<file path="config.mk">
export PLATFORM = sky130hd
export DESIGN_NAME = move_scheduler_flat
export DESIGN_NICKNAME = d
export VERILOG_FILES = /design/src/rtl/move_scheduler_if.sv /design/src/rtl/move_scheduler.sv /design/src/flat_wrapper.sv
export SDC_FILE = /design/constraint.sdc
export NUM_CORES = 1
export LEC_CHECK = 0
export ABC_AREA = 1
export ABC_CLOCK_PERIOD_IN_PS = 7600
export CAP_MARGIN = 20
export CORE_MARGIN = 5
export CORE_UTILIZATION = 54
export CTS_BUF_LIST = sky130_fd_sc_hd__clkbuf_16
export DETAILED_ROUTE_END_ITERATION = 12
export PLACE_DENSITY = 0.87
export SLEW_MARGIN = 20
export SYNTH_ARGS = -nofsm -noshare
export SYNTH_HDL_FRONTEND = slang
export SYNTH_SLANG_ARGS = --single-unit
</file>
<file path="constraint.sdc">
create_clock -name btnClk -period 7.6 [get_ports btnClk]
set_input_delay 2.28 -clock btnClk [delete_from_list [all_inputs] [get_ports btnClk]]
set_output_delay 2.28 -clock btnClk [all_outputs]
set_load 0.01 [all_outputs]
</file>
<file path="src/rtl/move_scheduler_if.sv">
// Bundles the object request lines, checker handshake and status outputs of the move scheduler.
// master = scheduler side, slave = objects/checker/frame logic side.
interface move_scheduler_if #(
  parameter int NUM_OBJ = 4
);
  logic                   frame_tick;
  logic [NUM_OBJ-1:0]     move_req;
  logic [4*NUM_OBJ-1:0]   move_dir;
  logic                   chk_done;
  logic                   chk_blocked;
  logic                   chk_start;
  logic [2:0]             chk_obj;
  logic [3:0]             chk_dir;
  logic [NUM_OBJ-1:0]     grant;
  logic [NUM_OBJ-1:0]     reject;
  logic                   busy;
  logic                   timeout_err;
  logic [3:0]             moves_left;

  modport master (
    input  frame_tick, move_req, move_dir, chk_done, chk_blocked,
    output chk_start, chk_obj, chk_dir, grant, reject, busy, timeout_err, moves_left
  );

  modport slave (
    output frame_tick, move_req, move_dir, chk_done, chk_blocked,
    input  chk_start, chk_obj, chk_dir, grant, reject, busy, timeout_err, moves_left
  );
endinterface

</file>
<file path="src/rtl/move_scheduler.sv">
// Round-robin arbiter that funnels object move requests through one shared collision
// checker, with a per-frame cap on checker transactions and a WAIT watchdog.
//
// state | meaning
// IDLE  | look for a requester at/after rrPtr; needs budget left
// ISSUE | pulse chk_start, spend one move, arm the watchdog
// WAIT  | wait for chk_done or watchdog expiry
// RESP  | pulse grant or reject to the latched object
module move_scheduler #(
  parameter int NUM_OBJ   = 4,
  parameter int MAX_MOVES = 6,
  parameter int TIMEOUT   = 16
) (
  input  logic btnClk,
  input  logic rst,
  move_scheduler_if.master bus
);

  typedef enum logic [1:0] {IDLE, ISSUE, WAIT, RESP} state_t;

  state_t     state, stateNext;
  logic [2:0] rrPtr;
  logic [2:0] chkObj;
  logic [3:0] chkDir;
  logic [3:0] movesLeft;
  logic [7:0] timer;
  logic       verdict;
  logic       timeoutErr;

  logic       anyHi, anyLo, found;
  logic [2:0] selHi, selLo, selIdx;
  logic [3:0] dirHi, dirLo, selDir;
  logic       dirValid;
  logic       launch;
  logic [NUM_OBJ-1:0] objMask;

  // Descending scan: the last hit is the lowest index, so selHi is the first
  // requester at/after rrPtr and selLo is the wrap-around fallback.
  always_comb begin
    anyHi = 1'b0;
    anyLo = 1'b0;
    selHi = '0;
    selLo = '0;
    dirHi = '0;
    dirLo = '0;
    for (int j = NUM_OBJ - 1; j >= 0; j--) begin
      if (bus.move_req[j]) begin
        anyLo = 1'b1;
        selLo = 3'(j);
        dirLo = bus.move_dir[4*j +: 4];
        if (j >= int'(rrPtr)) begin
          anyHi = 1'b1;
          selHi = 3'(j);
          dirHi = bus.move_dir[4*j +: 4];
        end
      end
    end
    found    = anyLo;
    selIdx   = anyHi ? selHi : selLo;
    selDir   = anyHi ? dirHi : dirLo;
    dirValid = $onehot(selDir);
  end

  assign launch = (state == IDLE) && found && (movesLeft != 4'd0);

  always_ff @(posedge btnClk or posedge rst) begin
    if (rst) state <= IDLE;
    else     state <= stateNext;
  end

  always_comb begin
    stateNext = state;
    case (state)
      IDLE:  if (launch) stateNext = dirValid ? ISSUE : RESP;
      ISSUE: stateNext = WAIT;
      WAIT:  if (bus.chk_done || timer == 8'd0) stateNext = RESP;
      RESP:  stateNext = IDLE;
      default: stateNext = IDLE;
    endcase
  end

  // Watchdog is a down-counter loaded so that RESP lands exactly TIMEOUT
  // cycles after the chk_start pulse.
  always_ff @(posedge btnClk or posedge rst) begin
    if (rst) begin
      rrPtr      <= '0;
      chkObj     <= '0;
      chkDir     <= '0;
      timer      <= '0;
      verdict    <= 1'b0;
      timeoutErr <= 1'b0;
    end else begin
      case (state)
        IDLE: begin
          if (launch) begin
            chkObj  <= selIdx;
            chkDir  <= selDir;
            verdict <= ~dirValid;
          end
        end
        ISSUE: timer <= 8'(TIMEOUT - 2);
        WAIT: begin
          if (bus.chk_done) begin
            verdict <= bus.chk_blocked;
          end else if (timer == 8'd0) begin
            verdict    <= 1'b1;
            timeoutErr <= 1'b1;
          end else begin
            timer <= timer - 8'd1;
          end
        end
        RESP: rrPtr <= (chkObj == 3'(NUM_OBJ - 1)) ? 3'd0 : chkObj + 3'd1;
        default: ;
      endcase
    end
  end

  // frame_tick outranks the ISSUE decrement.
  always_ff @(posedge btnClk or posedge rst) begin
    if (rst)                                          movesLeft <= 4'(MAX_MOVES);
    else if (bus.frame_tick)                          movesLeft <= 4'(MAX_MOVES);
    else if (state == ISSUE && movesLeft != 4'd0)     movesLeft <= movesLeft - 4'd1;
  end

  assign objMask         = {{(NUM_OBJ-1){1'b0}}, 1'b1} << chkObj;
  assign bus.chk_start   = (state == ISSUE);
  assign bus.chk_obj     = chkObj;
  assign bus.chk_dir     = chkDir;
  assign bus.grant       = (state == RESP && !verdict) ? objMask : '0;
  assign bus.reject      = (state == RESP &&  verdict) ? objMask : '0;
  assign bus.busy        = (state != IDLE);
  assign bus.timeout_err = timeoutErr;
  assign bus.moves_left  = movesLeft;

endmodule

</file>
<file path="src/flat_wrapper.sv">
// flat-port wrapper written by rule: the top's interface ports become plain ports
module move_scheduler_flat 
#(
  parameter int NUM_OBJ   = 4,
  parameter int MAX_MOVES = 6,
  parameter int TIMEOUT   = 16
)
  (btnClk, rst, bus_frame_tick, bus_move_req, bus_move_dir, bus_chk_done, bus_chk_blocked, bus_chk_start, bus_chk_obj, bus_chk_dir, bus_grant, bus_reject, bus_busy, bus_timeout_err, bus_moves_left);
  move_scheduler_if #(.NUM_OBJ(NUM_OBJ)) bus_i ();
  input  logic btnClk;
  input  logic rst;
  input wire logic [$bits(bus_i.frame_tick)-1:0] bus_frame_tick;
  input wire logic [$bits(bus_i.move_req)-1:0] bus_move_req;
  input wire logic [$bits(bus_i.move_dir)-1:0] bus_move_dir;
  input wire logic [$bits(bus_i.chk_done)-1:0] bus_chk_done;
  input wire logic [$bits(bus_i.chk_blocked)-1:0] bus_chk_blocked;
  output wire logic [$bits(bus_i.chk_start)-1:0] bus_chk_start;
  output wire logic [$bits(bus_i.chk_obj)-1:0] bus_chk_obj;
  output wire logic [$bits(bus_i.chk_dir)-1:0] bus_chk_dir;
  output wire logic [$bits(bus_i.grant)-1:0] bus_grant;
  output wire logic [$bits(bus_i.reject)-1:0] bus_reject;
  output wire logic [$bits(bus_i.busy)-1:0] bus_busy;
  output wire logic [$bits(bus_i.timeout_err)-1:0] bus_timeout_err;
  output wire logic [$bits(bus_i.moves_left)-1:0] bus_moves_left;
  assign bus_i.frame_tick = bus_frame_tick;
  assign bus_i.move_req = bus_move_req;
  assign bus_i.move_dir = bus_move_dir;
  assign bus_i.chk_done = bus_chk_done;
  assign bus_i.chk_blocked = bus_chk_blocked;
  assign bus_chk_start = bus_i.chk_start;
  assign bus_chk_obj = bus_i.chk_obj;
  assign bus_chk_dir = bus_i.chk_dir;
  assign bus_grant = bus_i.grant;
  assign bus_reject = bus_i.reject;
  assign bus_busy = bus_i.busy;
  assign bus_timeout_err = bus_i.timeout_err;
  assign bus_moves_left = bus_i.moves_left;
  move_scheduler #(.NUM_OBJ(NUM_OBJ), .MAX_MOVES(MAX_MOVES), .TIMEOUT(TIMEOUT)) u_core (.btnClk(btnClk), .rst(rst), .bus(bus_i));
endmodule
</file>
Word-level counts from Yosys, hierarchy flattened
Cells that the tools add are included.
{ "word_totals": {"mem_bits_ro": 0, "latch_bits": 0, "out_inout_bits": 22, "inputBits": 25, "ram_bits": 0, "memories": 0, "wordCells": 104, "reg_bits": 26} }
{ "classes": {"n_div": 0, "eq_ne": 10, "n_mul": 0, "order_cmp": 4, "n_bitwise": 2, "muxes": 54, "shift": 1, "n_reduce_logical": 19, "add_sub_neg": 6} }
{ "op_table": {"columns": ["cell", "n"], "rows": [
  ["$mux 4", 17],
  ["$mux 3", 9],
  ["$mux 2", 8],
  ["$mux 8", 2],
  ["$pmux 8 s2", 1],
  ["$mux 1", 15],
  ["$reduce_and 3->1", 3],
  ["$logic_not 8->1", 1],
  ["$pmux 2 s4", 1],
  ["$reduce_bool 2->1", 4],
  ["$sub 8x1->8 const B", 1],
  ["$ge 1x3->1 const A", 2],
  ["$ge 2x3->1 const A", 2],
  ["$logic_and 1x1->1", 5],
  ["$add 1x1->2", 2],
  ["$eq 2x2->1 const B", 2],
  ["$ne 2x1->1 const B", 2],
  ["$ne 2x2->1 const B", 2],
  ["$reduce_and 2->1", 2],
  ["$reduce_bool 4->1", 1],
  ["$shl 1x3->4 const A", 1],
  ["$sub 4x1->4 const B", 1],
  ["$add 3x1->3 const B", 1],
  ["$add 3x3->3", 1],
  ["9 further kinds", 10]
]} }

Depth between registers and ports, before layout
{ "logic_depth": {"word_depth": 16, "depth_mapped": 17, "ltp_nobuf": 16} }

Worst setup path after synthesis
OpenSTA, ideal clock, no wires.
{ "synth_timing": {"path_kind": "input-to-reg", "startpoint": "input bus_move_req[0]", "endpoint": "register u_core.state[1]", "required_time_ns": 7.477, "setup_time_ns": 0.123, "arrival_time_ns": 4.307, "path_slack_ns": 3.170, "stages": 12, "path_buffers": 1, "path_cell_list": "buf_2 nand2_2 nand2_1 nor2_4 nand3_1 and2_1 ha_1 ha_1 fa_1 nand3b_1 mux2i_1 o21ai_1"} }
{ "synth_between": {"elab_chain_len": 8, "elab_cells_between_ends": 16, "classes_between": "add/sub: 3; eq/ne: 2; mux: 8; reduce/logical: 3"} }
{ "synth_lines": {"columns": ["item", "line_no", "text"], "rows": [
  ["from (decl)", "flat_wrapper.sv:13", "input wire logic [$bits(bus_i.move_req)-1:0] bus_move_req;"],
  ["$mux 4 or $mux 1 (tied branches)", "move_scheduler.sv:47", "if (bus.move_req[j]) begin"],
  ["$mux 4 (*)", "move_scheduler.sv:60", "selDir = anyHi ? dirHi : dirLo;"],
  ["net u_core.selDir[3]", "move_scheduler.sv:32", "logic [3:0] dirHi, dirLo, selDir;"],
  ["$add 1x1->2 (not written as such) (*)", "move_scheduler.sv:61", "dirValid = $onehot(selDir);"],
  ["$add 3x3->3 (not written as such) (*)", "move_scheduler.sv:61", null],
  ["$eq 3x1->1 (*)", "move_scheduler.sv:61", null],
  ["$mux 2 (*) (2 in series)", "move_scheduler.sv:74", "IDLE: if (launch) stateNext = dirValid ? ISSUE : RESP;"],
  ["$pmux 2 s4 (*)", "move_scheduler.sv:73", "case (state)"],
  ["to (signal assigned)", "move_scheduler.sv:68", "else state <= stateNext;"],
  ["to (decl)", "move_scheduler.sv:21", "state_t state, stateNext;"]
]} }
The timed path passes the listed nets; every way through them passes the cells marked *. The select of a mux whose other input is x is not followed.
A chain may end at the register's enable or synchronous reset.

Final worst setup path
{ "layout_timing": {"startpoint": "input bus_move_req[2]", "endpoint": "register u_core.state[1]"} }
{ "layout_between": {"elab_chain_len": 12, "elab_cells_between_ends": 28, "classes_between": "add/sub: 3; eq/ne: 2; mux: 20; reduce/logical: 3"} }
{ "layout_lines": {"columns": ["item", "line_no", "text"], "rows": [
  ["$mux 4 or $mux 1 (tied branches)", "move_scheduler.sv:47", null],
  ["$mux 4 or $mux 1 (tied branches)", "move_scheduler.sv:51", "if (j >= int'(rrPtr)) begin"],
  ["$mux 4 or $mux 1 (tied branches)", "move_scheduler.sv:47", null],
  ["$mux 4 or $mux 1 (tied branches)", "move_scheduler.sv:51", null],
  ["$mux 4 or $mux 1 (tied branches)", "move_scheduler.sv:47", null],
  ["$mux 4 (*)", "move_scheduler.sv:60", null],
  ["net u_core.selDir[3]", "move_scheduler.sv:32", null],
  ["$add 1x1->2 (not written as such) (*)", "move_scheduler.sv:61", null],
  ["$add 3x3->3 (not written as such) (*)", "move_scheduler.sv:61", null],
  ["$eq 3x1->1 (*)", "move_scheduler.sv:61", null],
  ["$mux 2 (*) (2 in series)", "move_scheduler.sv:74", null],
  ["$pmux 2 s4 (*)", "move_scheduler.sv:73", null]
]} }
Marked as above.

==> impl_metrics.yaml <==
run_status:
  status: "finished, final reports clean"
floorplan:
  die_area_mm2: 0.005063
  core_area_mm2: 0.003633
  die_x_um: 71.16
  start_util: 0.5558
  io_pins: 47
  rows: 22
  dieHeight_um: 71.16
detailed_routing:
  drt_iter0_drc: 152
  avgViaCountPerCell: 4.920
  wl_per_cell_um: 11.43
  drt_wl_total_mm: 4.550
  drcViolationCount: 0
  antenna_left: 0
  dr.pass1.iters: 4
  vias: 1958
timing:
  final-hold-violation-count: 0
  setup_viol: 0
  worst_slew_pin_slew_ns: 0.8822
  finalWorstSetupSlack_ns: 2.650
  rsz0062_at_grt: "no"
  tns_ns: 0
  slew_viol_final: 0
  clock-skew-final_ns: 0.005378
  period_share: 0.6513
  max_slew_margin: 0.4112
  fin_crit_ns: 4.950
  timing.fmax_ghz: 0.2020
final_layout:
  diodes: 0
  layout.nets: 391
  fin_util: 0.7045
  drive_gt1_frac: 0.07429
  fillers: 319
  final_cell_area_mm2: 0.002560
  syn_to_final_growth_pct: 26.77
worst_setup_path:
  worst-r2r-cell-count: 12
  crit_path_start: "bus_move_req[2]"
  ff2ff_setup_slack_ns: 4.96
  startpoint_type: "primary input"
  crit_type: "primary input to register"
  crit_fanout: 16
  worstSetupEndpointType: "register"
  reg2reg_from: "u_core.rrPtr[1]"
  cp.arrival_ns: 5.10
  r2r-end: "u_core.state[1]"
  cp_data_required_time_ns: 7.75
worst_hold_path:
  hold_path_end: "u_core.timer[1]"
  min_from: "u_core.timer[1]"
  hold_path.class: "register to register"
  holdPathStages: 2
run:
  drv_cap: 0
power:
  p_leak_nw: 1.316
  ir_worst_vdd_v: 0.0002999
  p_per_area_mw_per_mm2: 353.4
  p_total_mw: 0.9047
grt:
  top_usage_layer: "met2"
  grt_max_degree: 25
  met1_usage: 0.2612
  gr-usage-met2: 0.3051
  grt-ovfl-total: 0
  antenna_found_initial: 0
  grt_use_met3: 0.04261
  grt.total_usage: 0.1930
  grt_pass1_wl_mm: 8.031
  first_global_vias: 1891
clocking:
  clock-sinks: 24
  clkLatencyLatePin_ns: 0.26
  root_buffer: "clkbuf_16"
  clkSlewWorstSetupHoldPaths_ns: 0.06
  post-cts-setup-buffer-count: 0
  cts_buffer_depth: 2
  cts_buffers: 3
  cts_hold_buffers: 0
  ctsResizeCount: 0
  htree_levels: 1
  cts_tree: "built"
yosys:
  syn_avg_cell_area_um2: 6.557
  synthMuxAreaShare: 0.004957
  synth-simple-area-share: 0.3848
  netlist_area_mm2: 0.002019
  synthDistinctLibCells: 31
  synth-compound-area-share: 0.07497
  yosys_register_bits: 24
  synth_nets: 348
  seq_area_frac_synth: 0.2986
  yosys.area_share.adder: 0.09665
  syn_inst: 308
  ys_warn_count: 0
  synthXorXnorAreaFrac: 0.01735
  synth_top_family_by_area: "simple AND/OR/NAND/NOR gates"
placement:
  placed_area_mm2: 0.002481
  post-place-ws_ns: 2.384
  io_buffers: 45
  dp_hpwl_mm: 3.663
  globalplace.congestion: 0.9523
[layout make-up]
cell class              instances  area, um^2  share of cell area
well taps                      48       60.06             0.02346
clock buffers                   3       75.07             0.02933
repair buffers                 45       450.4              0.1760
clock inverters                 1       3.754            0.001466
inverters                      52       195.2             0.07625
multi-input cells             225        1172              0.4580
flip-flops and latches         24       603.1              0.2356
[metrics by stage]
| step | hold slack (ns) | std cells |
|---|---|---|
| 2_1_floorplan | 0.4488 | 308 |
| 6_report | 0.4801 | 398 |
| 3_5_place_dp | 0.4653 | 394 |
| 3_3_place_gp | 0.4591 | 394 |
| 4_1_cts | 0.4828 | 398 |
| 5_1_grt | 0.5279 | 398 |
[Yosys cell counts]
master | number | share of area
inv_2 | 4 | 0.0074
conb_1 | 1 | 0.0019
nand3_1 | 19 | 0.047
nor2_4 | 2 | 0.011
o21ai_1 | 14 | 0.035
mux2i_1 | 1 | 0.0050
a21oi_1 | 6 | 0.015
nand4_2 | 1 | 0.0062
buf_4 | 3 | 0.011
nand3_2 | 4 | 0.020
nand2_1 | 95 | 0.18
nand3b_1 | 1 | 0.0037
nand2_2 | 7 | 0.022
o31ai_1 | 1 | 0.0037
buf_2 | 3 | 0.0074
dfrtp_1 | 22 | 0.27
nor2_1 | 39 | 0.072
nand4_1 | 1 | 0.0031
and2_1 | 1 | 0.0031
o21ai_0 | 6 | 0.015
nand3_4 | 1 | 0.0087
o21bai_1 | 1 | 0.0037
ha_1 | 14 | 0.087
nor2_2 | 2 | 0.0062
inv_1 | 48 | 0.089
dfstp_2 | 2 | 0.026
nor3_1 | 2 | 0.0050
buf_6 | 1 | 0.0056
fa_1 | 1 | 0.0099
xor2_1 | 4 | 0.017
o22ai_1 | 1 | 0.0031
[power breakdown]
group	switching, mW	internal (mW)	total [mW]
Clock	0.0423	0.0703	0.113
Sequential	0.0460	0.188	0.234
Combinational	0.327	0.231	0.558
Total	0.415	0.490	0.905
[per-layer routing]
layer	vias to the layer above	wire length, um
met1	879	2119
met3	8	288
met2	46	2049
li1	1025	-
met5	-	0
met4	0	92
[worst max-delay path by stage]
stage | endpoint | slack (ns)
floorplan | u_core.state[1] | 3.17
global placement | u_core.state[1] | 2.46
detailed placement | u_core.state[1] | 2.38
CTS | u_core.state[1] | 2.66
global route | u_core.state[1] | 2.39
finish | u_core.state[1] | 2.65
[worst max-delay path: stages]
cell and delay [ns]:
clkdlybuf4s50_1 0.68, nand2_2 0.21, nand2_1 0.11, nor2_4 0.20, nand3_1 0.12, and2_1 0.17, ha_1 0.29, ha_1 0.21
fa_1 0.41, nand3b_1 0.18, mux2i_1 0.15, o21ai_1 0.08
[layout by cell type, fill, tap and decap left out, drive strengths merged]
cell	instances
a21oi	6
and2	1
clkbuf	3
clkdlybuf4s50	45
clkinv	1
conb	1
dfrtp	22
dfstp	2
fa	1
ha	14
inv	52
mux2i	1
nand2	102
nand3	24
nand3b	1
nand4	2
nor2	43
nor3	2
o21ai	20
o21bai	1
o22ai	1
o31ai	1
xor2	4
[cells by family after synthesis]
| logic type | Yosys count |
|---|---|
| buf+inv | 59 |
| mux | 1 |
| fa+ha+maj | 15 |
| other cells | 1 |
| simple gates | 175 |
| xor+xnor | 4 |
| compound gates | 29 |
| flops | 24 |
[flip-flops by register name, indices dropped and copies added, names as in the netlist]
| signal | count |
|---|---|
| u_core.state | 2 |
| u_core.timer | 8 |
| u_core.bus.chk_obj | 2 |
| u_core.bus.moves_left | 4 |
| u_core.bus.timeout_err | 1 |
| u_core.bus.chk_dir | 4 |
| u_core.verdict | 1 |
| u_core.rrPtr | 2 |
Power figures use the tool's default switching activity.
